### config.mk
export PLATFORM = sky130hd
export DESIGN_NAME = seq_gen_serial
export DESIGN_NICKNAME = d
export VERILOG_FILES = /design/src/rtl/seq_gen_serial.sv
export SDC_FILE = /design/constraint.sdc
export NUM_CORES = 1
export LEC_CHECK = 0
export BUFFER_PORTS_ARGS = -buffer_cell sky130_fd_sc_hd__buf_2
export CORE_UTILIZATION = 35
export DETAILED_ROUTE_END_ITERATION = 8
export PLACE_DENSITY = 0.55
export SYNTH_ARGS = -nofsm -noshare
export SYNTH_HDL_FRONTEND = slang
export SYNTH_SLANG_ARGS = --single-unit
### constraint.sdc
create_clock -name clk -period 3 [get_ports clk]
set_input_delay 0.15 -clock clk [delete_from_list [all_inputs] [get_ports clk]]
set_output_delay 0.15 -clock clk [all_outputs]
set_load 0.005 [all_outputs]
### src/rtl/seq_gen_serial.sv
// rtl/seq_gen_serial.sv - serial pattern generator with repeat count and zero-bit gap
module seq_gen_serial #(
  parameter int PAT_W = 3,
  parameter int CNT_W = 4,
  parameter int GAP_W = 4
) (
  input  logic             clk,
  input  logic             rst,
  input  logic             start,
  input  logic [PAT_W-1:0] pattern,
  input  logic [CNT_W-1:0] repeat_cnt,
  input  logic [GAP_W-1:0] gap_len,
  input  logic             abort,
  output logic             seq_out,
  output logic             bit_valid,
  output logic             busy,
  output logic             done,
  output logic [1:0]       state_out
);

  localparam logic [1:0] ST_IDLE = 2'd0;
  localparam logic [1:0] ST_SEND = 2'd1;
  localparam logic [1:0] ST_GAP  = 2'd2;
  localparam logic [1:0] ST_DONE = 2'd3;

  localparam int IDX_W = $clog2(PAT_W);
  localparam logic [IDX_W-1:0] LAST_IDX = IDX_W'(PAT_W - 1);

  logic [1:0]       state;
  logic [PAT_W-1:0] shreg;
  logic [PAT_W-1:0] pat_q;
  logic [IDX_W-1:0] bit_idx;
  logic [CNT_W-1:0] rem_cnt;
  logic [GAP_W-1:0] gap_cnt;
  logic [GAP_W-1:0] gap_q;

  // Sequencer: capture on start, shift pattern bits out, count repeats and gap cycles
  always_ff @(posedge clk) begin
    if (rst || (abort && state != ST_IDLE)) begin
      // Reset and abort both return to IDLE with every counter cleared, no done pulse
      state   <= ST_IDLE;
      shreg   <= '0;
      pat_q   <= '0;
      bit_idx <= '0;
      rem_cnt <= '0;
      gap_cnt <= '0;
      gap_q   <= '0;
    end else begin
      case (state)
        ST_IDLE: begin
          // abort here is only relevant when paired with start: it drops the request
          if (start && !abort) begin
            if (repeat_cnt != '0) begin
              pat_q   <= pattern;
              shreg   <= pattern;
              rem_cnt <= repeat_cnt;
              gap_q   <= gap_len;
              bit_idx <= '0;
              state   <= ST_SEND;
            end else begin
              state <= ST_DONE;
            end
          end
        end
        ST_SEND: begin
          shreg   <= {shreg[PAT_W-2:0], 1'b0};
          bit_idx <= bit_idx + IDX_W'(1);
          if (bit_idx == LAST_IDX) begin
            bit_idx <= '0;
            if (rem_cnt != '0) begin
              rem_cnt <= rem_cnt - CNT_W'(1);
            end
            if (rem_cnt <= CNT_W'(1)) begin
              state <= ST_DONE;
            end else if (gap_q == '0) begin
              shreg <= pat_q;
            end else begin
              gap_cnt <= gap_q;
              state   <= ST_GAP;
            end
          end
        end
        ST_GAP: begin
          gap_cnt <= gap_cnt - GAP_W'(1);
          if (gap_cnt <= GAP_W'(1)) begin
            gap_cnt <= '0;
            shreg   <= pat_q;
            bit_idx <= '0;
            state   <= ST_SEND;
          end
        end
        default: begin
          state <= ST_IDLE;
        end
      endcase
    end
  end

  // Moore outputs decoded from registered state only
  assign seq_out   = (state == ST_SEND) & shreg[PAT_W-1];
  assign bit_valid = (state == ST_SEND);
  assign busy      = (state != ST_IDLE);
  assign done      = (state == ST_DONE);
  assign state_out = state;

endmodule

==> key figures, run 1 <==
Die
  • IO Pins: 21
  • Vert. Die Dim: 63.01 um
  • Die W: 63.01 um
  • Initial Util: 0.3784
  • Row count: 21
  • Die area: 3970 um2
  • Core area: 3442 um2

Job
  • Max_cap viols: 0

Critical path
  • Critical Path RT: 3200 ps
  • Crit Path Max Fanout: 13
  • Startpoint Class: flop
  • CP Capture Type: flop
  • Slack of the worst reg-to-reg path: 770 ps
  • Worst Path Class, Setup: flop to flop
  • Arr. time, crit path: 2430 ps

STA
  • Setup tns final: 0 ps
  • Final Hold Viols: 0
  • Minimum clock period after layout: 2229 ps
  • RSZ-0062 raised after global routing: no
  • Setup ws final: 770.7 ps
  • Least-Margin Pin Slew: 632.2 ps
  • Fin crit share: 0.7431
  • Rel. slew slack: 0.5746
  • Slew Limit Fails: 0
  • Endpoints failing setup: 0
  • Clock skew: 1.948 ps
  • FMAX: 448.6 MHz

Yosys
  • Post-synthesis cell count: 155
  • Cells taking the most area after synthesis: dfxtp_1 34%, ha_1 9.6%, mux2i_1 6.9%
  • Yosys warning count: 0
  • Flops & latches, synth: 22
  • Post-synth top area cell: dfxtp_1
  • Mapped Avg Cell Area: 8.403 um2
  • Seq/Total Area, Yosys: 0.3381
  • Fraction of registers with async set/reset: 0
  • Synth cell types: 40
  • Synth Flop Type: dfxtp_1
  • Post-synth EDFFs: 0
  • Cell area after synthesis: 1302 um2
  • Synth Net Count: 180
  • Post-synth top area share: 0.3381

Outcome
  • Status: finished clean

Routing
  • # DRC: 0
  • DRT iter0 DRCs: 82
  • Via count: 1198
  • Routed Antenna Nets: 0
  • Final wirelength: 3.052 mm
  • DRT Pass-1 Iters: 6
  • Via/cell ratio: 5.372
  • WL/cell: 13.69 um

Worst hold path
  • Hold Path Class: input pin to flop

Clock tree
  • Clock Path Buffers: 2
  • H-Tree Level Count: 1
  • Post-CTS Setup Repair Bufs: 0
  • Reg clk slew, reported paths: 80 ps
  • CTS tree: done
  • CTS buffer count: 3
  • PostCTS Resize Cnt: 0
  • TritonCTS Sinks: 22
  • Worst-Skew Late Latency: 270 ps
  • Clock root buffer: clkbuf_8
  • CTS Hold Buffers Added: 0

GRT
  • Aggregate global-route resource usage: 0.1780
  • Initial antenna violation count: 0
  • Largest net degree at the start of global routing: 18
  • Overflow after GRT: 0
  • Global-route wire length before repair: 5.464 mm
  • Vias in the first global route: 1192

Place
  • Port-buffer cells: 20
  • Pre-CTS WS: 781.1 ps
  • Post-DP HPWL: 2.301 mm
  • Gp weighted congestion: 0.7684

Pwr
  • Maximum vdd drop: 282.4 uV
  • Leak: 0.6088 nW
  • Pwr Density: 895.4 nW/um2

Final layout
  • Most frequent cells in the layout: 22 x dfxtp_1, 21 x nor2_1, 20 x buf_2
  • Most common cell after layout, fill and taps aside: dfxtp_1
  • Area occupied by multi-input gates: 809.5 um2
  • Area growth, synth to finish: 16.33%
  • Register Area: 440.4 um2
  • ANT cells: 0
  • Total Nets Final: 203
  • Fill cell count: 358
  • Layout cells sized above 1: 0.1864
==> flip-flops by register name (all words and copies together), names as in the netlist <==
| register | cells |
|---|---|
| gap_cnt | 4 |
| gap_q | 4 |
| rem_cnt | 4 |
| pat_q | 3 |
| shreg | 3 |
| bit_idx | 2 |
| state_out | 2 |
==> cell usage after synthesis, types with 2 or more instances <==
library cell	n
ha_1	10
nor4_1	2
o31ai_1	3
a211oi_1	3
or3_1	2
nand3_1	5
mux2i_1	9
or4_1	2
a31oi_1	2
nand4b_1	2
a21oi_1	14
clkbuf_1	4
inv_1	9
nand2_1	13
nor2_1	21
o21ai_0	8
a21o_1	2
dfxtp_1	22
==> report_power, final <==
group / internal, mW / total, mW / switching [mW]
logic: 0.272 / 0.699 / 0.427
clock network: 0.117 / 0.219 / 0.102
registers: 0.368 / 0.439 / 0.0702
total: 0.758 / 1.36 / 0.599
==> cell type report <==
cell class / count / area share
Clock buffer: 4 / 0.03633
Sequential cell: 22 / 0.2907
Inverter: 10 / 0.02477
Timing Repair Buffer: 22 / 0.07597
Tap cell: 46 / 0.03799
Multi-Input combinational cell: 119 / 0.5343
==> kinds of logic after synthesis <==
logic type,share of synthesized area
AOI/OAI and AO/OA,0.2382
xor gates and xnor gates,0.006726
adders and majority gates,0.09606
buffers and inverters,0.04034
DFF,0.3381
muxes,0.06917
and+or+nand+nor,0.2113
==> layer usage <==
| metal | vias up | GRT usage | wire, um |
|---|---|---|---|
| met2 | 32 | 0.2702 | 1382 |
| met4 | 0 | 0.09012 | 62 |
| met5 | - | 0 | 0 |
| met3 | 5 | 0.04015 | 169 |
| met1 | 552 | 0.2331 | 1437 |
| li1 | 609 | - | - |
==> through the flow <==
stage | area, um2 | instances | hold WS [ps] | power, mW | util
6_report | 1515 | 223 | 114.5 | 1.357 | 0.4402
5_1_grt | 1515 | 223 | 127.7 | 1.487 | 0.4402
4_1_cts | 1515 | 223 | 113.1 | 1.369 | 0.4402
3_5_place_dp | 1460 | 219 | 400.5 | 1.145 | 0.4242
3_3_place_gp | 1460 | 219 | 385.4 | 1.128 | 0.4242
2_1_floorplan | 1303 | 155 | 297.2 | 0.9594 | -
==> final timing paths <==
path                              startpoint    endpoint  cells past startpoint
worst max-delay path            state_out[0]  rem_cnt[0]                      6
worst min register to register      shreg[0]    shreg[0]                      2
worst max register to register  state_out[0]  rem_cnt[0]                      6
worst min-delay path              gap_len[0]    gap_q[0]                      3
==> worst max-delay path, cell delays in order, from the launching register on <==
cell and delay (ps):
dfxtp_1 440, ha_1 490, inv_1 340, nor2_1 260, o22ai_4 140, or3_1 320, a31oi_1 160
Note: power is estimated with default switching activity, not from simulation.
==> inputs of run 2 (changes only) <==
PLACE_DENSITY = 0.57   (was 0.55)
clock period = 1.95 ns   (was 3 ns; I/O delays follow)
==> run 2 against run 1 <==
Net effect:
- first-iteration DRC count down 11%
- routed wire length is 5.7% higher
- die area is the same
- clock power grew 32%
==> key figures, run 2 (synthesis results as in run 1) <==
STA
  • FMAX: 531.7 MHz
  • Slew Limit Fails: 0
  • Final Hold Viols: 0
  • Setup ws final: 69.23 ps
  • Endpoints failing setup: 0
  • Setup tns final: 0 ps
  • Least-Margin Pin Slew: 451.4 ps
  • Rel. slew slack: 0.6980
  • Minimum clock period after layout: 1881 ps
  • Clock skew: 2.684 ps
  • Fin crit share: 0.9645
  • Worst hold slack: 66.86 ps

Clock tree
  • Worst-Skew Late Latency: 260 ps
  • Reg clk slew, reported paths: 80 ps
  • TritonCTS Sinks: 22
  • CTS Hold Buffers Added: 0
  • Clock Path Buffers: 2
  • Clock root buffer: clkbuf_8
  • CTS tree: done
  • CTS buffer count: 3
  • H-Tree Level Count: 1

Routing
  • WL/cell: 13.79 um
  • Final wirelength: 3.227 mm
  • DRT iter0 DRCs: 73
  • # DRC: 0
  • Via count: 1227
  • Via/cell ratio: 5.244
  • Routed Antenna Nets: 0
  • DRT Pass-1 Iters: 4

Critical path
  • Crit Reg-Reg Endpoint: shreg[0]
  • Critical Path RT: 2150 ps
  • Arr. time, crit path: 2080 ps
  • Delay-heaviest family, CP: simple AND/OR/NAND/NOR gates
  • Slack of the worst reg-to-reg path: 70 ps
  • Crit path max-delay cell type: or4_1
  • Startpoint Class: flop
  • Stages on the worst setup path: 5
  • Worst Path Class, Setup: flop to flop
  • CP Capture Type: flop
  • Worst path buffer plus inverter count: 0
  • CP peak stage delay: 620 ps
  • R2r startpoint: gap_q[2]
  • Crit Path Max Fanout: 4
  • Worst reg2reg path depth: 5
  • Critical path cell sequence: or4_1, a211oi_4, nand3_1, a311o_1, a21oi_1

Pwr
  • Leak: 0.6672 nW
  • Power, Total: 2.333 mW
  • Maximum vdd drop: 453.1 uV
  • Pwr Density: 1400 nW/um2

Final layout
  • Biggest regs: gap_cnt x4, gap_q x4, rem_cnt x4
  • Most common cell after layout, fill and taps aside: nor2_1
  • Final core occ: 0.4842
  • Final non-filler cell total: 234
  • Layout cells sized above 1: 0.3085
  • Area growth, synth to finish: 27.95%
  • Design Area, Final: 1667 um2
  • Total Nets Final: 214
  • Most frequent cells in the layout: 21 x nor2_1, 20 x buf_2, 17 x dfxtp_1
  • ANT cells: 0

Worst hold path
  • Hold EP: gap_q[1]
  • Hold path start: gap_len[1]
  • Min-Delay Path Depth: 3
  • Hold Path Class: input pin to flop

Place
  • Post-placement cell count: 227
  • Port-buffer cells: 20
  • Gp weighted congestion: 0.7882
  • Pre-CTS WS: -41.17 ps
  • Placement Cell Area: 1545 um2
  • Post-DP HPWL: 2.391 mm

Die
  • Row count: 21
  • IO Pins: 21
  • Die W: 63.01 um
  • Core area: 3442 um2
  • Die area: 3970 um2
  • Vert. Die Dim: 63.01 um
  • Initial Util: 0.3784

GRT
  • Aggregate global-route resource usage: 0.1731
  • Initial antenna violation count: 0
  • Overflow after GRT: 0
  • Vias in the first global route: 1235
  • Largest net degree at the start of global routing: 13
  • Global-route wire length before repair: 5.547 mm

Outcome
  • Status: finished clean

Job
  • Max_cap viols: 0
run 2: repair_timing:
item | in CTS | in global routing
pin swaps | 0 | 6
setup endpoints to repair | 1 | 8
endpoints found under the hold margin | 0 | 0
setup buffers | 0 | 3
gates resized for setup | 2 | 14
run 2: cell type report:
| type | instances | area, um2 |
|---|---|---|
| Timing Repair Buffer | 33 | 197.7 |
| Tap cell | 46 | 57.56 |
| Sequential cell | 22 | 454.2 |
| Inverter | 10 | 45.04 |
| Multi-Input combinational cell | 119 | 867.1 |
| Fill cell | 357 | 1775 |
| Clock buffer | 3 | 41.29 |
| Clock inverter | 1 | 3.754 |
run 2: per-layer routing:
metal	GRT usage	vias up	routed length, um
met5	0	-	0
met4	0.04360	0	12
met3	0.02372	2	93
met2	0.2917	19	1485
met1	0.2297	580	1635
li1	-	626	-
run 2: worst max path at each step:
stage	from	endpoint	slack (ps)
finish	gap_q[2]	shreg[0]	70
CTS	rem_cnt[0]	shreg[0]	4
floorplan	state_out[1]	rem_cnt[0]	5
global placement	rem_cnt[0]	shreg[0]	60
global route	gap_cnt[0]	bit_idx[0]	-40
detailed placement	rem_cnt[0]	shreg[0]	-40
run 2: power by group:
| part | leakage [nW] | switching, mW | internal [mW] | total, mW |
|---|---|---|---|---|
| logic | 0.462 | 0.729 | 0.593 | 1.32 |
| registers | 0.182 | 0.135 | 0.586 | 0.722 |
| clock network | 0.0231 | 0.149 | 0.140 | 0.290 |
run 2: worst min-delay path, cell delays in order:
cell,delay [ps]
buf_2,70
mux2i_1,50
nor2_1,70
==> inputs of run 3 (changes only) <==
==> constraint.sdc (replaced) <==
create_clock -name clk -period 1.95 [get_ports clk]
set_input_delay 0.0975 -clock clk [delete_from_list [all_inputs] [get_ports clk]]
set_output_delay 0.0975 -clock clk [all_outputs]
set_load 0.1 [all_outputs]
==> run 3 against run 2 <==
Net effect:
- critical endpoint is now shreg[1]
- highest routed layer unchanged
- clock-buffer cell count is the same
- critical path type unchanged
- final cell count fell by 0.43%
- setup slack better by 59 ps
==> key figures, run 3 (synthesis results as in run 1) <==
Outcome
  • Status: finished clean

STA
  • Slew Limit Fails: 0
  • Final Hold Viols: 0
  • FMAX: 548.9 MHz
  • Minimum clock period after layout: 1822 ps
  • Clock skew: 1.377 ps
  • Least-Margin Pin Slew: 485.0 ps
  • Rel. slew slack: 0.6789
  • Setup ws final: 128.1 ps
  • Endpoints failing setup: 0
  • Fin crit share: 0.9343

Job
  • Max_cap viols: 0

GRT
  • Initial antenna violation count: 0
  • Largest net degree at the start of global routing: 14
  • Vias in the first global route: 1161
  • Overflow after GRT: 0
  • Global-route wire length before repair: 5.299 mm
  • Aggregate global-route resource usage: 0.1693

Clock tree
  • Clock root buffer: clkbuf_8
  • CTS tree: done
  • Clock Path Buffers: 2
  • Worst-Skew Late Latency: 260 ps
  • CTS buffer count: 3
  • CTS Hold Buffers Added: 0
  • H-Tree Level Count: 1
  • TritonCTS Sinks: 22
  • Reg clk slew, reported paths: 80 ps

Place
  • Post-DP HPWL: 2.352 mm
  • Pre-CTS WS: -15.43 ps
  • Gp weighted congestion: 0.7846
  • Post-placement cell count: 227
  • Port-buffer cells: 20

Routing
  • # DRC: 0
  • Via/cell ratio: 5.356
  • WL/cell: 13.24 um
  • DRT iter0 DRCs: 47
  • Routed Antenna Nets: 0
  • Final wirelength: 3.084 mm
  • Via count: 1248
  • DRT Pass-1 Iters: 4

Final layout
  • Area occupied by multi-input gates: 845.8 um2
  • Final non-filler cell total: 233
  • Register Area: 451.7 um2
  • Fill cell count: 330
  • Most common cell after layout, fill and taps aside: nor2_1
  • ANT cells: 0
  • Biggest regs: gap_cnt x4, gap_q x4, rem_cnt x4
  • Area growth, synth to finish: 27.95%
  • Final core occ: 0.4842
  • Layout cells sized above 1: 0.2834
  • Total Nets Final: 213
  • Most frequent cells in the layout: 21 x nor2_1, 20 x buf_2, 19 x dfxtp_1

Die
  • IO Pins: 21
  • Initial Util: 0.3784
  • Die area: 3970 um2
  • Vert. Die Dim: 63.01 um
  • Die W: 63.01 um
  • Row count: 21
  • Core area: 3442 um2

Critical path
  • Critical Path RT: 2120 ps
  • CP peak stage delay: 580 ps
  • Crit Path Max Fanout: 4
  • Crit path max-delay cell type: or4_1
  • Worst reg2reg path depth: 6
  • CP Capture Type: flop
  • Delay-heaviest family, CP: compound AO/OA/AOI/OAI gates
  • R2r startpoint: gap_q[2]
  • Arr. time, crit path: 2000 ps
  • Slack of the worst reg-to-reg path: 130 ps
  • Crit Reg-Reg Endpoint: shreg[1]
  • Worst path buffer plus inverter count: 1
  • Worst Path Class, Setup: flop to flop
  • Critical path cell sequence: or4_1, a211oi_2, buf_4, a21o_1, a21oi_1, o31ai_1
  • Startpoint Class: flop

Pwr
  • Power, Total: 2.733 mW
  • Leak: 0.6722 nW
  • Maximum vdd drop: 430.0 uV
  • Pwr Density: 1640 nW/um2

Worst hold path
  • Hold path start: gap_len[2]
  • Min-Delay Path Depth: 3
  • Hold EP: gap_q[2]
  • Hold Path Class: input pin to flop
## run 3: cell count changes in the layout (fill, tap and decap cells not counted), sizes merged
cell / delta
clkinv: -1
buf: -1
bufinv: +1
## run 3: how the worst max path moves through the flow
stage	from	endpoint	slack [ps]	cells past startpoint
finish	gap_q[2]	shreg[1]	130	6
global route	gap_q[2]	shreg[2]	-20	6
CTS	rem_cnt[0]	shreg[1]	8	8
detailed placement	rem_cnt[0]	shreg[1]	-20	8
global placement	rem_cnt[0]	shreg[0]	60	7
floorplan	state_out[1]	rem_cnt[0]	-200	7
## run 3: routing by layer
metal	vias to the layer above	GRT usage	routed length (um)
met2	27	0.2823	1475
met1	594	0.2228	1456
met5	-	0	0
li1	625	-	-
met3	2	0.03467	135
met4	0	0.03488	17
## run 3: power by group
group          switching, mW  internal [mW]
combinational           1.04          0.569
clock                  0.149          0.274
sequential             0.121          0.578
total                   1.31           1.42
## run 3: through the flow
step | setup TNS [ps] | area [um2] | hold slack (ps)
after floorplan | -581.6 | 1351 | 244.7
after global placement | 0 | 1569 | 337.4
after detailed placement | -15.43 | 1569 | 345.5
after CTS | 0 | 1642 | 70.32
after global routing | -18.44 | 1667 | 90.66
final | 0 | 1667 | 73.67
## run 3: tightest hold or removal path, stage by stage
cell	delay, ps
buf_2	70
mux2i_1	50
nor2_1	70
## run 3: timing repair
item,in CTS,in global routing
pin swaps,0,3
setup endpoints to repair,2,6
setup buffers,0,2
gates resized for setup,1,3
## run 3: cell type report
class / instances / share of cell area
tap: 46 / 0.03453
multi-input combinational: 119 / 0.5075
clock inverter: 1 / 0.01802
clock buffer: 3 / 0.02477
inverter: 10 / 0.03003
sequential: 22 / 0.2710
timing repair buffer: 32 / 0.1141
